**config.mk**
```make
export PLATFORM = sky130hd
export DESIGN_NAME = alu_req_issuer
export DESIGN_NICKNAME = d
export VERILOG_FILES = /design/src/rtl/alu_req_issuer.sv
export SDC_FILE = /design/constraint.sdc
export NUM_CORES = 1
export LEC_CHECK = 0
export CAP_MARGIN = 10
export CORE_ASPECT_RATIO = 1.25
export CORE_MARGIN = 1.5
export CORE_UTILIZATION = 47
export DETAILED_ROUTE_END_ITERATION = 8
export GPL_TIMING_DRIVEN = 0
export PLACE_DENSITY = 0.79
export SLEW_MARGIN = 5
export SYNTH_ARGS = -nofsm -noshare
export SYNTH_HDL_FRONTEND = slang
export SYNTH_SLANG_ARGS = --single-unit
```
**constraint.sdc**
```tcl
create_clock -name CLK -period 2.35 [get_ports CLK]
set_clock_uncertainty 0.15 [all_clocks]
set_input_delay 0.3525 -clock CLK [delete_from_list [all_inputs] [get_ports CLK]]
set_output_delay 0.3525 -clock CLK [all_outputs]
set_load 0.02 [all_outputs]
```
**src/rtl/alu_req_issuer.sv**
```systemverilog
// alu_req_issuer
//   Sits between a host sequencer and the ALU. Operation requests arrive on a
//   valid/ready port and are buffered in a small FIFO. One request at a time
//   is driven onto the ALU pins. The block waits the command-dependent latency,
//   captures the result and the flags, and returns them on a valid/ready
//   response port. Responses come back in request order, and only one
//   operation is outstanding at a time.
//
// Ports
//   CLK, RST               clock (rising edge), synchronous active-high reset
//   req_valid/req_ready    request handshake; req_ready = FIFO not full
//   req_mode, req_cmd,     packed request fields, forwarded unmodified
//   req_inp_valid, req_opa,
//   req_opb, req_cin
//   ALU_CE                 ALU clock enable, high from issue until capture
//   ALU_MODE..ALU_CIN      registered ALU request pins
//   ALU_RES, ALU_ERR..E    ALU result and flags, sampled at capture
//   rsp_valid/rsp_ready    response handshake
//   rsp_res, rsp_flags     captured result, flags {err,oflow,cout,g,l,e}
//   busy                   FSM is not in IDLE
//   fifo_count             FIFO occupancy
//
// State   | meaning
// --------+-----------------------------------------------------------
// IDLE    | waiting for a queued request; pops and issues when one exists
// ISSUE   | first ALU_CE cycle, request pins stable
// WAIT    | latency down-counter running, pins stable, ALU_CE high
// HOLD    | response captured, waiting for rsp_ready
module alu_req_issuer #(
  parameter int WIDTH      = 8,
  parameter int FIFO_DEPTH = 4,
  parameter int LAT_NORM   = 1,
  parameter int LAT_MUL    = 2
) (
  input  logic                          CLK,
  input  logic                          RST,
  input  logic                          req_valid,
  output logic                          req_ready,
  input  logic                          req_mode,
  input  logic [3:0]                    req_cmd,
  input  logic [1:0]                    req_inp_valid,
  input  logic [WIDTH-1:0]              req_opa,
  input  logic [WIDTH-1:0]              req_opb,
  input  logic                          req_cin,
  output logic                          ALU_CE,
  output logic                          ALU_MODE,
  output logic [3:0]                    ALU_CMD,
  output logic [1:0]                    ALU_INP_VALID,
  output logic [WIDTH-1:0]              ALU_OPA,
  output logic [WIDTH-1:0]              ALU_OPB,
  output logic                          ALU_CIN,
  input  logic [2*WIDTH-1:0]            ALU_RES,
  input  logic                          ALU_ERR,
  input  logic                          ALU_OFLOW,
  input  logic                          ALU_COUT,
  input  logic                          ALU_G,
  input  logic                          ALU_L,
  input  logic                          ALU_E,
  output logic                          rsp_valid,
  input  logic                          rsp_ready,
  output logic [2*WIDTH-1:0]            rsp_res,
  output logic [5:0]                    rsp_flags,
  output logic                          busy,
  output logic [$clog2(FIFO_DEPTH):0]   fifo_count
);

  localparam int AW      = $clog2(FIFO_DEPTH);
  localparam int EW      = 2*WIDTH + 8;
  localparam int LAT_MAX = (LAT_MUL > LAT_NORM) ? LAT_MUL : LAT_NORM;
  localparam int CW      = $clog2(LAT_MAX + 1);

  typedef enum logic [1:0] {
    S_IDLE  = 2'd0,
    S_ISSUE = 2'd1,
    S_WAIT  = 2'd2,
    S_HOLD  = 2'd3
  } state_t;

  state_t state, state_nxt;

  logic [EW-1:0]  mem [FIFO_DEPTH];
  logic [AW-1:0]  wr_ptr, rd_ptr;
  logic [AW:0]    count;
  logic           full;
  logic           push, pop, capture, rsp_done;
  logic [CW-1:0]  lat_cnt;

  logic             h_mode;
  logic [3:0]       h_cmd;
  logic [1:0]       h_iv;
  logic [WIDTH-1:0] h_opa, h_opb;
  logic             h_cin;
  logic             h_is_mul;

  // Full comes from the registered occupancy, so a pop in the same cycle
  // never opens a slot for a push. Ready is forced low while reset is held.
  assign full       = (count == (AW+1)'(FIFO_DEPTH));
  assign req_ready  = !RST && !full;
  assign push       = req_valid && req_ready;
  assign fifo_count = count;
  assign busy       = (state != S_IDLE);

  assign {h_mode, h_cmd, h_iv, h_opa, h_opb, h_cin} = mem[rd_ptr];
  assign h_is_mul = h_mode && ((h_cmd == 4'd9) || (h_cmd == 4'd10));

  always_ff @(posedge CLK) begin
    if (push) begin
      mem[wr_ptr] <= {req_mode, req_cmd, req_inp_valid, req_opa, req_opb, req_cin};
    end
  end

  always_comb begin
    state_nxt = state;
    pop       = 1'b0;
    capture   = 1'b0;
    rsp_done  = 1'b0;
    case (state)
      S_IDLE: begin
        if (count != '0) begin
          pop       = 1'b1;
          state_nxt = S_ISSUE;
        end
      end
      S_ISSUE: state_nxt = S_WAIT;
      S_WAIT: begin
        // Terminal count: the counter reaches zero on this edge.
        if (lat_cnt == CW'(1)) begin
          capture   = 1'b1;
          state_nxt = S_HOLD;
        end
      end
      S_HOLD: begin
        if (rsp_valid && rsp_ready) begin
          rsp_done  = 1'b1;
          state_nxt = S_IDLE;
        end
      end
      default: state_nxt = S_IDLE;
    endcase
  end

  always_ff @(posedge CLK) begin
    if (RST) begin
      state         <= S_IDLE;
      wr_ptr        <= '0;
      rd_ptr        <= '0;
      count         <= '0;
      lat_cnt       <= '0;
      ALU_CE        <= 1'b0;
      ALU_MODE      <= 1'b0;
      ALU_CMD       <= '0;
      ALU_INP_VALID <= '0;
      ALU_OPA       <= '0;
      ALU_OPB       <= '0;
      ALU_CIN       <= 1'b0;
      rsp_valid     <= 1'b0;
      rsp_res       <= '0;
      rsp_flags     <= '0;
    end else begin
      state <= state_nxt;

      if (push) wr_ptr <= wr_ptr + AW'(1);
      if (pop)  rd_ptr <= rd_ptr + AW'(1);
      case ({push, pop})
        2'b10:   count <= count + (AW+1)'(1);
        2'b01:   count <= count - (AW+1)'(1);
        default: count <= count;
      endcase

      if (pop) begin
        ALU_CE        <= 1'b1;
        ALU_MODE      <= h_mode;
        ALU_CMD       <= h_cmd;
        ALU_INP_VALID <= h_iv;
        ALU_OPA       <= h_opa;
        ALU_OPB       <= h_opb;
        ALU_CIN       <= h_cin;
        lat_cnt       <= h_is_mul ? CW'(LAT_MUL) : CW'(LAT_NORM);
      end

      if (state == S_WAIT) lat_cnt <= lat_cnt - CW'(1);

      if (capture) begin
        ALU_CE    <= 1'b0;
        rsp_valid <= 1'b1;
        rsp_res   <= ALU_RES;
        rsp_flags <= {ALU_ERR, ALU_OFLOW, ALU_COUT, ALU_G, ALU_L, ALU_E};
      end

      if (rsp_done) rsp_valid <= 1'b0;
    end
  end

endmodule

```
Yosys cells after proc, flatten, opt, wreduce, memory -nomap -nowiden
Memory sizes are Yosys's and may differ from the RTL's. A register that Yosys moved wholly into a read port is not among the register bits.
Index checks and enable logic that the tools add are counted.
Widths: inputs -> output; s select.

operators by class
  add/subtract/negate cells = 5
  multipliers = 0
  divide/modulo/power cells = 0
  $lt $le $gt $ge = 0
  eq/ne operators = 12
  shift operators = 0
  multiplexer cells = 18
  bitwise operators = 0
  reduce and logical (&&, ||, !) cells = 15

operator list
  operator             number
  $mux 2               8
  $eq 4x4->1 const B   2
  $mux 1               8
  $pmux 2 s4           1
  $eq 2x1->1 const B   3
  $eq 2x2->1 const B   3
  $ne 2x2->1 const B   3
  $pmux 3 s2           1
  $reduce_bool 2->1    3
  $add 2x1->2 const B  2
  $logic_and 1x1->1    4
  $reduce_or 2->1      2
  $add 3x1->3 const B  1
  $eq 3x3->1 const B   1
  $reduce_and 3->1     1
  $reduce_bool 3->1    1
  $sub 3x1->3 const B  1
  $logic_not 1->1      2
  $logic_not 2->1      1
  $sub 2x1->2 const B  1
  $logic_or 1x1->1     1

word-level totals
  register bits = 59
  bits in latches = 0
  bits in writable memories = 96
  bits in read-only memories = 0
  input port bits = 50
  output and inout bits = 53
  logic and storage cells = 66
  memories = 1

memories
  name  words  width  read ports  clocked after memory_dff  write ports  line  RTL
  mem   4      24     1           1                         1            81    logic [EW-1:0] mem [FIFO_DEPTH];

Depth between registers and ports, before layout
  depth after elaboration = 6
  depth in mapped cells = 11
  depth with buffers taken out = 10

Worst setup path before layout
Ideal clock, no wire load.

  path type = flip-flop to flip-flop
  start = reg count[2], in the netlist fifo_count[2]
  end = reg count[2], in the netlist fifo_count[2]
  setup time = 0.070 ns
  arrival = 2.179 ns
  required time = 2.130 ns
  slack = -0.050 ns
  stages on the path, launching flop included = 10
  buffers on the path = 0
  period minus slack after synthesis = 2.400 ns
  cells stage by stage = dfxtp_1 > nor3b_1 > nor3_1 > inv_1 > ha_1 > inv_1 > fa_1 > xor2_1 > or3_1 > a21oi_1

on the way
  cells in the longest elaborated chain, start to end = 6
  elaborated cells between the ends (all ways) = 13
  classes of those cells = add/sub (2); eq/ne (3); mux (3); reduce/logical (5)

RTL lines
  what                                                    line  RTL
  start, declared                                         83    logic [AW:0] count;
  start signal, assigned                                  165   2'b10: count <= count + (AW+1)'(1);
  start signal, assigned                                  166   2'b01: count <= count - (AW+1)'(1);
  start signal, assigned                                  167   default: count <= count;
  $eq 3x3->1                                              97    assign full = (count == (AW+1)'(FIFO_DEPTH));
  $logic_not 1->1                                         98    assign req_ready = !RST && !full;
  $logic_and 1x1->1                                       98
  $logic_and 1x1->1                                       99    assign push = req_valid && req_ready;
  $eq 2x1->1 / $eq 2x2->1 (equally long branches)         164   case ({push, pop})
  $pmux 3 s2 / $reduce_bool 2->1 (equally long branches)  -

Several ways; a longest one is shown, not always the timed one.
A chain may end at the register's enable or synchronous reset.

Worst setup path in the final report
  start = reg state[1]
  end = out busy

on the way
  cells in the longest elaborated chain, start to end = 1

RTL lines
  what                    line  RTL
  start, declared         79    state_t state, state_nxt;
  start signal, assigned  160   state <= state_nxt;
  $reduce_bool 2->1       101   assign busy = (state != S_IDLE);
  end, declared           63    output logic busy,

No other way between the ends.

==> results.txt <==
The fraction of registers with async set/reset came out at 0%. The tree is rooted in a sky130_fd_sc_hd__clkbuf_16. The cell count after synthesis came out at 420. Yosys printed 0 warnings.

The peak supply drop is 654.6 µV. The overall fraction of global-route tracks in use came out at approximately a fifth. The transition at the pin with the smallest max-transition slack is 682.2 ps. Once the floorplan was initialized, standard cells occupied around half of the core. The number of global-route vias before repair came to 3948. The top flip-flop cell by instance count after synthesis is sky130_fd_sc_hd__edfxtp_1.

The count of final max-slew check failures was 0. The level count of the clock H-tree is 4. The source-to-sink clock delay at the later pin of the worst-skew pair came out at approximately 420 ps. The number of cells after detailed placement is just under 700. The clock-pin slew on the worst setup and hold paths is approximately 60 ps. The horizontal die dimension is between 100 and 150 µm.

Setup violations remaining at the end of the flow were counted as 0. The period utilization is a little over nine tenths. Signal routing reaches up to met4. The slack of the critical path is 58.97 ps.

The total area inside the core boundary comes to 12160 µm². The maximum fanout encountered on the critical timing path is 4. For the worst setup path, the data arrival time is 1790 ps. The final setup TNS came out at 0 ps. The largest buffer count on any clock path is 2. The power density of the placed cells came out at 1182 nW/µm². The path class of the tightest hold or removal check is reg -> reg. The wire length of the first global-routing pass came out at roughly 19000 µm. The count of antenna-violating nets left after detailed routing is 0.

The net count of the finished layout is 606. The aggregate global routing overflow is 0. The wire length on met1 is 4739 µm. The stage delay of the slowest cell on the critical path is 600 ps. The number of enable-type register cells in the synthesized netlist came out at 96. The die outline area is 13170 µm². The number of max-cap violations came out at 0. The final hold violation count came out at 0. The initial antenna violation count came out at 0. STA classifies the critical path startpoint as a flip-flop.

Summing every instance area after synthesis gives 5869 µm². After the flow finishes, the layout carries non-filler instances totaling 723. The worst setup slack after placement is -725.7 ps. The count of cell types in the netlist came out at 37.

The total detailed-routing wirelength came out at 12430 µm. The share of final-layout standard cells stronger than drive strength 1 is 15.92%. The number of detailed-routing iterations run before antenna repair is 4. TritonCTS built the clock tree. The routed via count divided by cell count is approximately 5.2. The required time of the critical path is 1850 ps. The detailed router finished its first iteration with 208 violations. The register area share after synthesis is 69.92%. The final period demand of the worst path came out at approximately 2300 ps. The flow ran to the end, and the final reports show no timing, DRC or antenna violations. The utilization after layout came out at roughly 65%. The share of synthesized area in the top cell type comes to 49.12%.

For this design the static power due to leakage is 2.668 nW. The count of hold-fix buffers inserted at cts is 0. The length of routed met3 wiring is just under 800 µm. Synthesis produced a netlist with a net count of 480. The area growth from synthesis to layout is 33.92%.

The final antenna diode count came out at 0. The maximum number of pins on one net before global-route repair came out at 25. The slowest stage of the critical path belongs to the cell sky130_fd_sc_hd__clkdlybuf4s50_1. The I/O pin count came out at roughly 100. Static timing analysis puts the maximum clock frequency at around 440 MHz.

Detailed placement finished with a half-perimeter wire length of 8326 µm. The routed length per instance came out at approximately 17 µm. The vertical extent of the die came out at 127.9 µm. The number of port buffers came out at slightly above 100. The synthesized design contains 157 register bits. For this run, design rule violations remaining after detail routing come to 0. The signal on the critical path passes through inv_2 -> ha_4 -> buf_4 -> inv_1 -> clkdlybuf4s50_1.

Summed over all instances, the cell type with the most area after synthesis is sky130_fd_sc_hd__edfxtp_1. The worst setup path is captured at a primary output. The setup path with the least slack is of type reg -> out.

The mean area per synthesized cell is 13.97 µm². The total clock sinks came out at 157. The relative max-transition margin is 54.52%. Detailed routing placed a total of ~6700 µm of wire on met2. On the final layout, the worst hold slack is 304.1 ps.

After floorplanning, the core was divided into 45 placement rows. The detailed router placed 3746 vias in this run. The global placer's final weighted congestion is 0.7391. After synthesis, the cell types taking the most area are sky130_fd_sc_hd__edfxtp_1 (49%), sky130_fd_sc_hd__dfxtp_1 (21%), sky130_fd_sc_hd__mux4_2 (9.2%), sky130_fd_sc_hd__nand2_1 (6.0%), sky130_fd_sc_hd__a21oi_1 (4.4%). Clock tree synthesis inserted a total of 17 buffers. The filler cells instantiated in the layout total between 800 and 900.
## cell families after synthesis
family	share of synthesized area, %
xor+xnor	0.5970
simple gates	8.676
buf+inv	3.134
mux	9.401
flops	69.92
fa+ha+maj	2.260
compound gates	6.012
## final cells by class
class	instances	area (µm²)	area share, %
repair buffers	108	1069	13.59
inverters	14	52.55	0.6686
clock buffers	24	503.0	6.399
clock inverters	8	151.4	1.926
multi-input cells	225	1634	20.79
flip-flops and latches	157	4105	52.23
plain buffers	23	140.1	1.783
well taps	164	205.2	2.611
## metrics by stage
step | power, W | instance area (µm²)
3_3_place_gp | 0.006051 | 7102
6_report | 0.009290 | 7860
4_1_cts | 0.009238 | 7805
2_1_floorplan | 0.005181 | 5876
5_1_grt | 0.009691 | 7860
3_5_place_dp | 0.006148 | 7102
## metal layers
| layer | track usage, % | vias to the layer above |
|---|---|---|
| met1 | 20.62 | 1836 |
| met2 | 37.00 | 128 |
| met4 | 8.506 | 0 |
| met3 | 5.834 | 20 |
| met5 | 0 | - |
| li1 | - | 1762 |
## layout by cell type (no fill, tap or decap), types with 2 or more instances in the layout
cell / n
sky130_fd_sc_hd__clkinv_4: 2
sky130_fd_sc_hd__mux4_2: 24
sky130_fd_sc_hd__clkbuf_8: 4
sky130_fd_sc_hd__buf_2: 8
sky130_fd_sc_hd__bufinv_16: 4
sky130_fd_sc_hd__edfxtp_1: 96
sky130_fd_sc_hd__inv_1: 12
sky130_fd_sc_hd__clkbuf_1: 10
sky130_fd_sc_hd__xor2_1: 3
sky130_fd_sc_hd__dfxtp_1: 60
sky130_fd_sc_hd__ha_1: 7
sky130_fd_sc_hd__nand2_1: 94
sky130_fd_sc_hd__o21ai_0: 2
sky130_fd_sc_hd__inv_2: 2
sky130_fd_sc_hd__buf_1: 2
sky130_fd_sc_hd__or3_1: 2
sky130_fd_sc_hd__o31ai_1: 4
sky130_fd_sc_hd__clkdlybuf4s50_1: 101
sky130_fd_sc_hd__nor2_1: 10
sky130_fd_sc_hd__and2_2: 4
sky130_fd_sc_hd__buf_6: 2
sky130_fd_sc_hd__buf_4: 8
sky130_fd_sc_hd__ha_4: 2
sky130_fd_sc_hd__a21oi_1: 51
sky130_fd_sc_hd__clkbuf_16: 18
## worst paths after layout
check | start | depth (start not counted) | slack (ps) | endpoint
max | state[1]$_SDFFE_PP0P_ | 5 | 60 | busy
max reg2reg | fifo_count[0]$_SDFFE_PP0P_ | 9 | 90 | fifo_count[2]$_SDFFE_PP0P_
min | rsp_flags[5]$_SDFFE_PP0P_ | 2 | 300 | rsp_flags[5]$_SDFFE_PP0P_
min reg2reg | rsp_flags[5]$_SDFFE_PP0P_ | 2 | 300 | rsp_flags[5]$_SDFFE_PP0P_
## worst max-delay path, delay by kind of cell, from the launching register on
family,cells,cell delay [ps]
buffers and inverters,4,840
flip-flops,1,370
adder cells (fa/ha/maj),1,170
## cells in the mapped netlist, types with 3 or more instances
library cell and count:
sky130_fd_sc_hd__edfxtp_1 96, sky130_fd_sc_hd__nand2_1 94, sky130_fd_sc_hd__dfxtp_1 61, sky130_fd_sc_hd__a21oi_1 52, sky130_fd_sc_hd__mux4_2 24, sky130_fd_sc_hd__inv_1 14, sky130_fd_sc_hd__nor2_1 10, sky130_fd_sc_hd__buf_2 9
sky130_fd_sc_hd__ha_1 9, sky130_fd_sc_hd__clkbuf_1 8, sky130_fd_sc_hd__and2_1 5, sky130_fd_sc_hd__o31ai_1 4, sky130_fd_sc_hd__buf_1 3, sky130_fd_sc_hd__xor2_1 3
## flip-flops by register name, summed over array words and instances (netlist names), named ones only
name	flops
ALU_CMD	4
fifo_count	3
lat_cnt	2
ALU_CIN	1
rsp_res	16
ALU_INP_VALID	2
mem	96
rsp_valid	1
ALU_OPA	8
rsp_flags	6
ALU_CE	1
rd_ptr	2
ALU_MODE	1
ALU_OPB	8
state	2
wr_ptr	2
## what timing repair did
item / 4_1_cts / 5_1_grt
buffers inserted: 2 / 4
gates resized for setup: 13 / 6
pin swaps: 0 / 2
setup endpoints to repair: 99 / 99
gates cloned: 0 / 0
## power by group
| part | internal, W | switching (W) | leakage, nW |
|---|---|---|---|
| registers | 0.00327 | 0.000204 | 1.37 |
| clock network | 0.00193 | 0.00104 | 0.320 |
| logic | 0.00134 | 0.00150 | 0.979 |
(Power assumes the default switching activity.)
